===== config.mk =====
export PLATFORM = sky130hd
export DESIGN_NAME = mcl_axil_master_responder
export DESIGN_NICKNAME = d
export VERILOG_FILES = /design/src/rtl/mcl_axil_master_responder.sv
export SDC_FILE = /design/constraint.sdc
export NUM_CORES = 1
export LEC_CHECK = 0
export BUFFER_PORTS_ARGS = -buffer_cell sky130_fd_sc_hd__clkbuf_2
export CORE_AREA = 2 2 164 166
export CTS_CLUSTER_DIAMETER = 100
export DETAILED_ROUTE_END_ITERATION = 8
export DIE_AREA = 0 0 166 168
export GPL_TIMING_DRIVEN = 0
export PLACE_DENSITY_LB_ADDON = 0.3
export SETUP_SLACK_MARGIN = 0.15
export SYNTH_ARGS = -nofsm -noshare
export SYNTH_HDL_FRONTEND = slang
export SYNTH_SLANG_ARGS = --single-unit

===== constraint.sdc =====
create_clock -name clk_i -period 2 [get_ports clk_i]
set_input_delay 0.4 -clock clk_i [delete_from_list [all_inputs] [get_ports clk_i]]
set_output_delay 0.4 -clock clk_i [all_outputs]
set_load 0.01 [all_outputs]

===== src/rtl/mcl_axil_master_responder.sv =====
// rtl/mcl_axil_master_responder.sv - MCL request packet in, one AXI-lite master transaction, MCL response packet out
// Optional feature macro: MCL_AXIL_POSTED_WRITE_EN (silent posted writes, sticky wr_err_o).
module mcl_axil_master_responder #(
    parameter int          mcl_width_p       = 128,
    parameter logic [31:0] axil_base_addr_p  = 32'h0,
    parameter int          max_out_credits_p = 16,
    localparam int         axil_mosi_width_lp = 111,
    localparam int         axil_miso_width_lp = 41,
    localparam int         credit_width_lp    = $clog2(max_out_credits_p + 1)
) (
    input  logic                          clk_i,
    input  logic                          reset_i,
    input  logic                          mcl_v_i,
    input  logic [mcl_width_p-1:0]        mcl_data_i,
    output logic                          mcl_r_o,
    output logic                          mcl_v_o,
    output logic [mcl_width_p-1:0]        mcl_data_o,
    input  logic                          mcl_r_i,
    output logic [axil_mosi_width_lp-1:0] m_axil_bus_o,
    input  logic [axil_miso_width_lp-1:0] m_axil_bus_i,
    output logic [credit_width_lp-1:0]    credits_o,
`ifdef MCL_AXIL_POSTED_WRITE_EN
    output logic                          wr_err_o,
`endif
    input  logic                          credit_return_i
);
    localparam logic [credit_width_lp-1:0] credit_max_lp = credit_width_lp'(max_out_credits_p);
    localparam logic [credit_width_lp-1:0] credit_one_lp = credit_width_lp'(1);

    typedef enum logic [2:0] {S_IDLE, S_WR, S_WR_B, S_RD_A, S_RD_D, S_RESP} state_e;

    state_e                     r_state;
    logic [31:0]                r_addr, r_axil_addr, r_wdata;
    logic                       r_op;
    logic [7:0]                 r_tag;
    logic                       r_awvalid, r_wvalid, r_bready, r_arvalid, r_rready;
    logic                       r_mcl_r, r_mcl_v;
    logic [mcl_width_p-1:0]     r_mcl_data;
    logic [credit_width_lp-1:0] r_credits, w_credits_next;
    logic                       w_accept, w_resp_hs;
    logic                       w_awready, w_wready, w_bvalid, w_arready, w_rvalid;
    logic [1:0]                 w_bresp, w_rresp;
    logic [31:0]                w_rdata;
    logic                       w_unused;
`ifdef MCL_AXIL_POSTED_WRITE_EN
    logic                       r_wr_err;
    assign wr_err_o = r_wr_err;
`endif

    // Bus packing, MSB first: aw{addr,prot,valid} w{data,strb,valid} bready ar{addr,prot,valid} rready
    assign m_axil_bus_o = {r_axil_addr, 3'b000, r_awvalid, r_wdata, 4'hF, r_wvalid, r_bready,
                           r_axil_addr, 3'b000, r_arvalid, r_rready};
    assign {w_awready, w_wready, w_bresp, w_bvalid, w_arready, w_rdata, w_rresp, w_rvalid} = m_axil_bus_i;
    assign w_unused = &{1'b0, mcl_data_i[127:80], mcl_data_i[71:65]};

    assign w_accept   = mcl_v_i & r_mcl_r;
    assign w_resp_hs  = r_mcl_v & mcl_r_i;
    assign mcl_r_o    = r_mcl_r;
    assign mcl_v_o    = r_mcl_v;
    assign mcl_data_o = r_mcl_data;
    assign credits_o  = r_credits;

    always_comb begin
        w_credits_next = r_credits;
        if (w_resp_hs && !credit_return_i && r_credits != '0)
            w_credits_next = r_credits - credit_one_lp;
        else if (!w_resp_hs && credit_return_i && r_credits != credit_max_lp)
            w_credits_next = r_credits + credit_one_lp;
    end

    // mcl_r_o is registered from the next state, so it is already low in the cycle after accept
    always_ff @(posedge clk_i) begin
        if (reset_i) begin
            r_state     <= S_IDLE;
            r_addr      <= '0;
            r_axil_addr <= '0;
            r_wdata     <= '0;
            r_op        <= 1'b0;
            r_tag       <= '0;
            r_awvalid   <= 1'b0;
            r_wvalid    <= 1'b0;
            r_bready    <= 1'b0;
            r_arvalid   <= 1'b0;
            r_rready    <= 1'b0;
            r_mcl_r     <= 1'b0;
            r_mcl_v     <= 1'b0;
            r_mcl_data  <= '0;
            r_credits   <= credit_max_lp;
`ifdef MCL_AXIL_POSTED_WRITE_EN
            r_wr_err    <= 1'b0;
`endif
        end else begin
            r_credits <= w_credits_next;
            case (r_state)
                S_IDLE: begin
                    r_mcl_r <= (w_credits_next != '0);
                    if (w_accept) begin
                        r_mcl_r     <= 1'b0;
                        r_addr      <= mcl_data_i[63:32];
                        r_axil_addr <= mcl_data_i[63:32] + axil_base_addr_p;
                        r_wdata     <= mcl_data_i[31:0];
                        r_op        <= mcl_data_i[64];
                        r_tag       <= mcl_data_i[79:72];
                        if (mcl_data_i[64]) begin
                            r_state   <= S_WR;
                            r_awvalid <= 1'b1;
                            r_wvalid  <= 1'b1;
                        end else begin
                            r_state   <= S_RD_A;
                            r_arvalid <= 1'b1;
                        end
                    end
                end
                S_WR: begin
                    if (w_awready) r_awvalid <= 1'b0;
                    if (w_wready)  r_wvalid  <= 1'b0;
                    if ((!r_awvalid || w_awready) && (!r_wvalid || w_wready)) begin
                        r_state  <= S_WR_B;
                        r_bready <= 1'b1;
                    end
                end
                S_WR_B: begin
                    if (w_bvalid) begin
                        r_bready <= 1'b0;
`ifdef MCL_AXIL_POSTED_WRITE_EN
                        r_state  <= S_IDLE;
                        r_mcl_r  <= (w_credits_next != '0);
                        if (w_bresp != 2'b00) r_wr_err <= 1'b1;
`else
                        r_state    <= S_RESP;
                        r_mcl_v    <= 1'b1;
                        r_mcl_data <= {46'b0, w_bresp, r_tag, 7'b0, r_op, r_addr, 32'h0};
`endif
                    end
                end
                S_RD_A: begin
                    if (w_arready) begin
                        r_arvalid <= 1'b0;
                        r_rready  <= 1'b1;
                        r_state   <= S_RD_D;
                    end
                end
                S_RD_D: begin
                    if (w_rvalid) begin
                        r_rready   <= 1'b0;
                        r_state    <= S_RESP;
                        r_mcl_v    <= 1'b1;
                        r_mcl_data <= {46'b0, w_rresp, r_tag, 7'b0, r_op, r_addr, w_rdata};
                    end
                end
                S_RESP: begin
                    if (w_resp_hs) begin
                        r_mcl_v <= 1'b0;
                        r_state <= S_IDLE;
                        r_mcl_r <= (w_credits_next != '0);
                    end
                end
                default: r_state <= S_IDLE;
            endcase
        end
    end
endmodule

==> flow_summary.json, run 1 <==
{
  "outcome": "completed",
  "worst_hold_path_type": "input port to register",
  "r2r_start": "credits_o[0]",
  "finalCritPeriodShare_pct": 89.7,
  "synthTopCellsByArea": "dfxtp_1 (48%), nand2_1 (13%), buf_4 (12%)",
  "area_growth_pct": 41.3,
  "critical-path-top-delay-family": "compound AO/OA/AOI/OAI gates",
  "relSlewSlack_pct": 52.3,
  "ant_nets": 0,
  "hpwl_mm": 16.6,
  "synth_top_area_share_pct": 47.5,
  "worstPathMaxFanout": 6,
  "multi_input_area_um2": 2740,
  "drive_gt1_share_pct": 39.1,
  "clock_path_buffers": 2,
  "period_needed_ns": 1.79,
  "critPathBufInv": 1,
  "critPathLaunchType": "register",
  "place_congestion": 0.773,
  "fmax_mhz": 557,
  "synth-seq-area-share_pct": 47.5,
  "viasPerCell": 4.19,
  "clkTransAtPathRegs_ns": 0.07,
  "num-fill-cells": 2848,
  "netlist.top_cell.by_area": "dfxtp_1",
  "ios": 420,
  "total_power_uw": 10800,
  "synth_edf_count": 0,
  "worstSetupStartpoint": "credits_o[0]",
  "grt_util_all_layers_pct": 15.3,
  "synth_ff_type": "dfxtp_1",
  "dpl-instance-area_um2": 9030,
  "ff_latch_area_um2": 3270,
  "clock-root-buffer": "clkbuf_16",
  "drc": 0,
  "drt_pass1_iterations": 4,
  "synth.avg_cell_area_um2": 8.18,
  "design_area_um2": 9710,
  "synthTopCellsByCount": "nand2_1 (235), dfxtp_1 (163), a21oi_1 (125), buf_4 (108), nor2_1 (52)",
  "start_util_pct": 26.1,
  "ir_worst_vdd_uv": 461,
  "yosysMostFrequentCell": "nand2_1",
  "grt_remaining_overflow": 0,
  "seq_power_share_pct": 36.6,
  "core_um2": 26400,
  "grt_pass1_vias": 6076,
  "num_rows": 60,
  "die_x_um": 166,
  "tightest_slew_ns": 0.715,
  "end_kind": "register",
  "cts_made_buffers": 17,
  "setup-tns-final_ns": 0,
  "dr_total_vias": 6626,
  "yosysWarningCount": 0,
  "maxCapViolations": 0,
  "worstHoldStart": "mcl_data_i[57]",
  "dieHeight_um": 168,
  "antenna_found_initial": 2,
  "clock-sinks": 163,
  "combPwrFrac_pct": 32.0,
  "p_leak_uw": 0.00451,
  "async_flop_share_pct": 0,
  "skew_ns": 0.0125,
  "path_class": "register to register",
  "p_switching_uw": 3740,
  "grt_pass1_wl_mm": 33.6,
  "drt-initial-drc-count": 381,
  "grt_setup_unrepaired": "true",
  "hold_viol": 0,
  "path_cells": "inv_1 > ha_1 > and4bb_1 > o41a_1 > a221oi_1 > a31oi_1",
  "p_clk_share_pct": 31.4,
  "die-area_um2": 27900,
  "drt-wirelength-per-cell_um": 13.9,
  "arrival_ns": 2.10,
  "grt_max_degree": 17,
  "setup_viol": 0,
  "routed_wl_mm": 22.0,
  "ys_seq_elements": 163,
  "critPathRequiredTime_ns": 2.31,
  "swShare_pct": 34.7,
  "p_int_uw": 7040,
  "power_density_nw_per_um2": 1110,
  "synthesis.area_um2": 6870,
  "drv_slew": 0,
  "cts_tree": "yes",
  "critical_path.max_stage_delay_ns": 0.39,
  "portBuffers": 300,
  "final_nets": 1402,
  "cts_max_level": 4,
  "synthCells": 840,
  "clock_latency_ns": 0.43,
  "netlist-cell-type-count": 47,
  "critical-path-slowest-cell": "dfxtp_2"
}
## power by group through the flow
| stage | clock (uW) | sequential (uW) | combinational [uW] |
|---|---|---|---|
| 2_1_floorplan | 0 | 4080 | 2120 |
| 3_3_place_gp | 0 | 4000 | 3380 |
| 3_5_place_dp | 0 | 4010 | 3400 |
| 4_1_cts | 3490 | 3940 | 3420 |
| 5_1_grt | 3650 | 4010 | 3820 |
| 6_report | 3390 | 3940 | 3450 |
## worst min-delay path: stages
cell,delay [ns]
clkbuf_2,0.08
nand2_1,0.05
a21oi_1,0.05
## cell usage in the layout, fill, tap and decap left out, types with 6 or more instances in the layout
cell type  count
a21oi_1      125
a22oi_1       32
buf_2         14
buf_4        114
buf_6          9
clkbuf_1      23
clkbuf_16     17
clkbuf_2     303
conb_1        63
dfxtp_1      161
inv_1          6
nand2_1      235
nor2_1        51
nor3_1         6
o21ai_0        6
## what timing repair did
item                                    in CTS  in global routing
gates resized for setup                      3                  6
hold buffers                                 0                  0
setup buffers                                0                  6
endpoints found under the setup margin      13                 65
pin swaps                                    1                  1
hold endpoints to repair                     0                  0
## layer usage
metal	track usage, %	wire length [um]	share of wire (%)
met5	0	16	0.073
met4	4.42	307	1.4
met3	4.35	1410	6.4
met2	26.0	10600	48
met1	19.0	9650	44
## layout make-up
type / instances / share of cell area (%)
flip-flops and latches: 163 / 33.6
well taps: 341 / 4.40
clock inverters: 12 / 1.48
plain buffers: 157 / 11.2
inverters: 6 / 0.232
repair buffers: 306 / 16.1
clock buffers: 20 / 4.70
diodes: 1 / 0.0258
multi-input cells: 575 / 28.3
## per-stage QoR
stage                     worst slack [ns]  cells  utilization [%]  hold slack, ns
after detailed placement            -0.437   1542             34.3           0.447
after global placement              -0.346   1542             34.3           0.441
after global routing                0.0896   1581             36.8           0.165
final                                0.206   1581             36.8           0.188
after CTS                            0.155   1574             36.6           0.168
after floorplan                      0.263    901                -           0.432
## logic make-up (layout without fill, tap and decap cells)
group	count (synthesis)	count (layout)	share of synthesized area, %
fa+ha+maj	2	2	0.364
buf+inv	163	501	16.1
simple gates	318	318	18.9
flops	163	163	47.5
compound gates	188	188	16.6
other cells	2	64	0.109
mux	2	2	0.291
xor+xnor	2	2	0.255
## flip-flops by register name, indices dropped and copies added (netlist names)
register	count
credits_o	5
mcl_data_o	75
mcl_r_o	1
r_tag	8
r_op	1
mcl_v_o	1
r_awvalid	1
r_arvalid	1
r_wvalid	1
r_axil_addr	32
r_state	3
r_bready	1
r_wdata	32
r_rready	1
## path summary, 6_finish.rpt
check / to / slack (ns) / cells past startpoint
worst min register to register: mcl_data_o[72] / 0.45 / 2
worst max register to register: mcl_r_o / 0.21 / 6
worst max-delay path: mcl_r_o / 0.21 / 6
worst min-delay path: r_axil_addr[25] / 0.19 / 3
Power figures use the tool's default switching activity.
==> inputs of run 2 (changes only) <==
--- a/config.mk
+++ b/config.mk
@@ -6,6 +6,8 @@
 export NUM_CORES = 1
 export LEC_CHECK = 0
 export BUFFER_PORTS_ARGS = -buffer_cell sky130_fd_sc_hd__clkbuf_2
+export CELL_PAD_IN_SITES_DETAIL_PLACEMENT = 1
+export CELL_PAD_IN_SITES_GLOBAL_PLACEMENT = 1
 export CORE_AREA = 2 2 164 166
 export CTS_CLUSTER_DIAMETER = 100
 export DETAILED_ROUTE_END_ITERATION = 8
==> run 2 against run 1 <==
Against the previous run:
- clock power decreased by 3%
- clock skew decreased by 0.00098 ns
- critical path depth unchanged
- sequential power about the same
- setup slack improved by 0.0074 ns
- power decreased by 0.92%
- largest cell class unchanged
- global-route usage increased by 1.0 points
==> flow_summary.json, run 2 (synthesis gave the netlist of run 1 again) <==
{
  "worst_hold_path_type": "input port to register",
  "drt-initial-drc-count": 219,
  "path_cells": "inv_1 > ha_1 > and4bb_1 > o41a_1 > a221oi_1 > a31oi_1",
  "core_um2": 26400,
  "drt_pass1_iterations": 4,
  "cts_max_level": 4,
  "drive_gt1_share_pct": 38.9,
  "final_common_cell": "clkbuf_2",
  "highest_layer": "met4",
  "cp.depth": 6,
  "ant_nets": 0,
  "p_leak_uw": 0.00448,
  "critical-path-slowest-cell": "dfxtp_2",
  "clock_path_buffers": 2,
  "relSlewSlack_pct": 57.4,
  "drc": 0,
  "final_cells": 1579,
  "largest_reg_flops": 75,
  "area_growth_pct": 40.8,
  "grt_pass1_vias": 6621,
  "fmax_mhz": 560,
  "grt_util_all_layers_pct": 16.3,
  "clock_latency_ns": 0.42,
  "portBuffers": 300,
  "cts_made_buffers": 17,
  "viasPerCell": 4.28,
  "maxCapViolations": 0,
  "start_util_pct": 26.1,
  "arrival_ns": 2.08,
  "routed_wl_mm": 23.6,
  "clkTransAtPathRegs_ns": 0.07,
  "num-fill-cells": 3279,
  "critical-path-top-delay-family": "compound AO/OA/AOI/OAI gates",
  "mostFrequentLayoutCells": "clkbuf_2 (302), nand2_1 (235), dfxtp_1 (161)",
  "whs_path_depth": 3,
  "wirelength_met1_mm": 10.0,
  "skew_ns": 0.0115,
  "grt_setup_unrepaired": "true",
  "met3_length_mm": 1.25,
  "ios": 420,
  "power_density_nw_per_um2": 1100,
  "critical_path.max_stage_delay_ns": 0.39,
  "die_x_um": 166,
  "critPathLaunchType": "register",
  "tightest_slew_ns": 0.639,
  "worstRegToRegCells": 6,
  "dp_cells": 1542,
  "dieHeight_um": 168,
  "dr_total_vias": 6762,
  "grt_pass1_wl_mm": 36.2,
  "clock-root-buffer": "clkbuf_16",
  "hpwl_mm": 18.0,
  "antenna_found_initial": 3,
  "end_kind": "register",
  "period_needed_ns": 1.79,
  "ir_worst_vdd_uv": 423,
  "path_class": "register to register",
  "cts_tree": "yes",
  "hold_viol": 0,
  "final_nets": 1398,
  "critPathRequiredTime_ns": 2.29,
  "num_rows": 60,
  "grt_max_degree": 17,
  "finalCritPeriodShare_pct": 89.3,
  "place_congestion": 0.724,
  "outcome": "completed",
  "whs_ns": 0.196,
  "drt-wirelength-per-cell_um": 14.9,
  "wl_met2_mm": 12.0,
  "drv_slew": 0,
  "setup_viol": 0,
  "worstPathMaxFanout": 6,
  "clock-sinks": 163,
  "die-area_um2": 27900,
  "grt_remaining_overflow": 0,
  "critPathBufInv": 1
}
run 2: area by class of cell:
class,count,area (um2),area share (%)
Tap cell,341,427,4.41
Inverter,6,22.5,0.233
Clock buffer,19,443,4.58
Buffer,157,1090,11.2
Sequential cell,163,3270,33.8
Multi-Input combinational cell,575,2750,28.5
Clock inverter,13,141,1.46
Antenna cell,3,7.51,0.0776
Timing Repair Buffer,302,1530,15.8
run 2: tightest hold or removal path, cell delays in order:
cell	delay, ns
clkbuf_2	0.08
nand2_1	0.04
a21oi_1	0.05
run 2: final timing paths:
path,from,to,slack [ns]
worst max register to register,credits_o[0],mcl_r_o,0.21
worst min register to register,r_tag[1],mcl_data_o[73],0.45
worst min-delay path,mcl_data_i[17],r_wdata[17],0.20
worst max-delay path,credits_o[0],mcl_r_o,0.21
run 2: what timing repair did:
item,CTS,global route
hold buffers,0,0
setup endpoints to repair,55,90
pin swaps,0,1
buffers inserted,0,2
gates resized for setup,6,3
run 2: stage by stage:
step                      setup TNS (ns)  util [%]  cell area (um2)  worst slack [ns]  power (uW)
after floorplan                        0         -             7100             0.263        6210
after global placement            -20.69      34.3             9030            -0.414        7390
after detailed placement          -24.27      34.3             9030            -0.444        7440
after CTS                              0      36.5             9620             0.151       10800
after global routing                   0      36.7             9670             0.113       11400
final                                  0      36.7             9670             0.214       10700
run 2: layer usage:
metal  vias up  global-route usage, %
met5         -                      0
met4         0                   4.69
met3        19                   4.25
met2       190                   28.9
met1      3176                   19.5
li1       3377                      -
run 2: report_power, final:
part / switching, uW / internal (uW)
clock: 1500 / 1790
sequential: 328 / 3630
combinational: 1980 / 1450
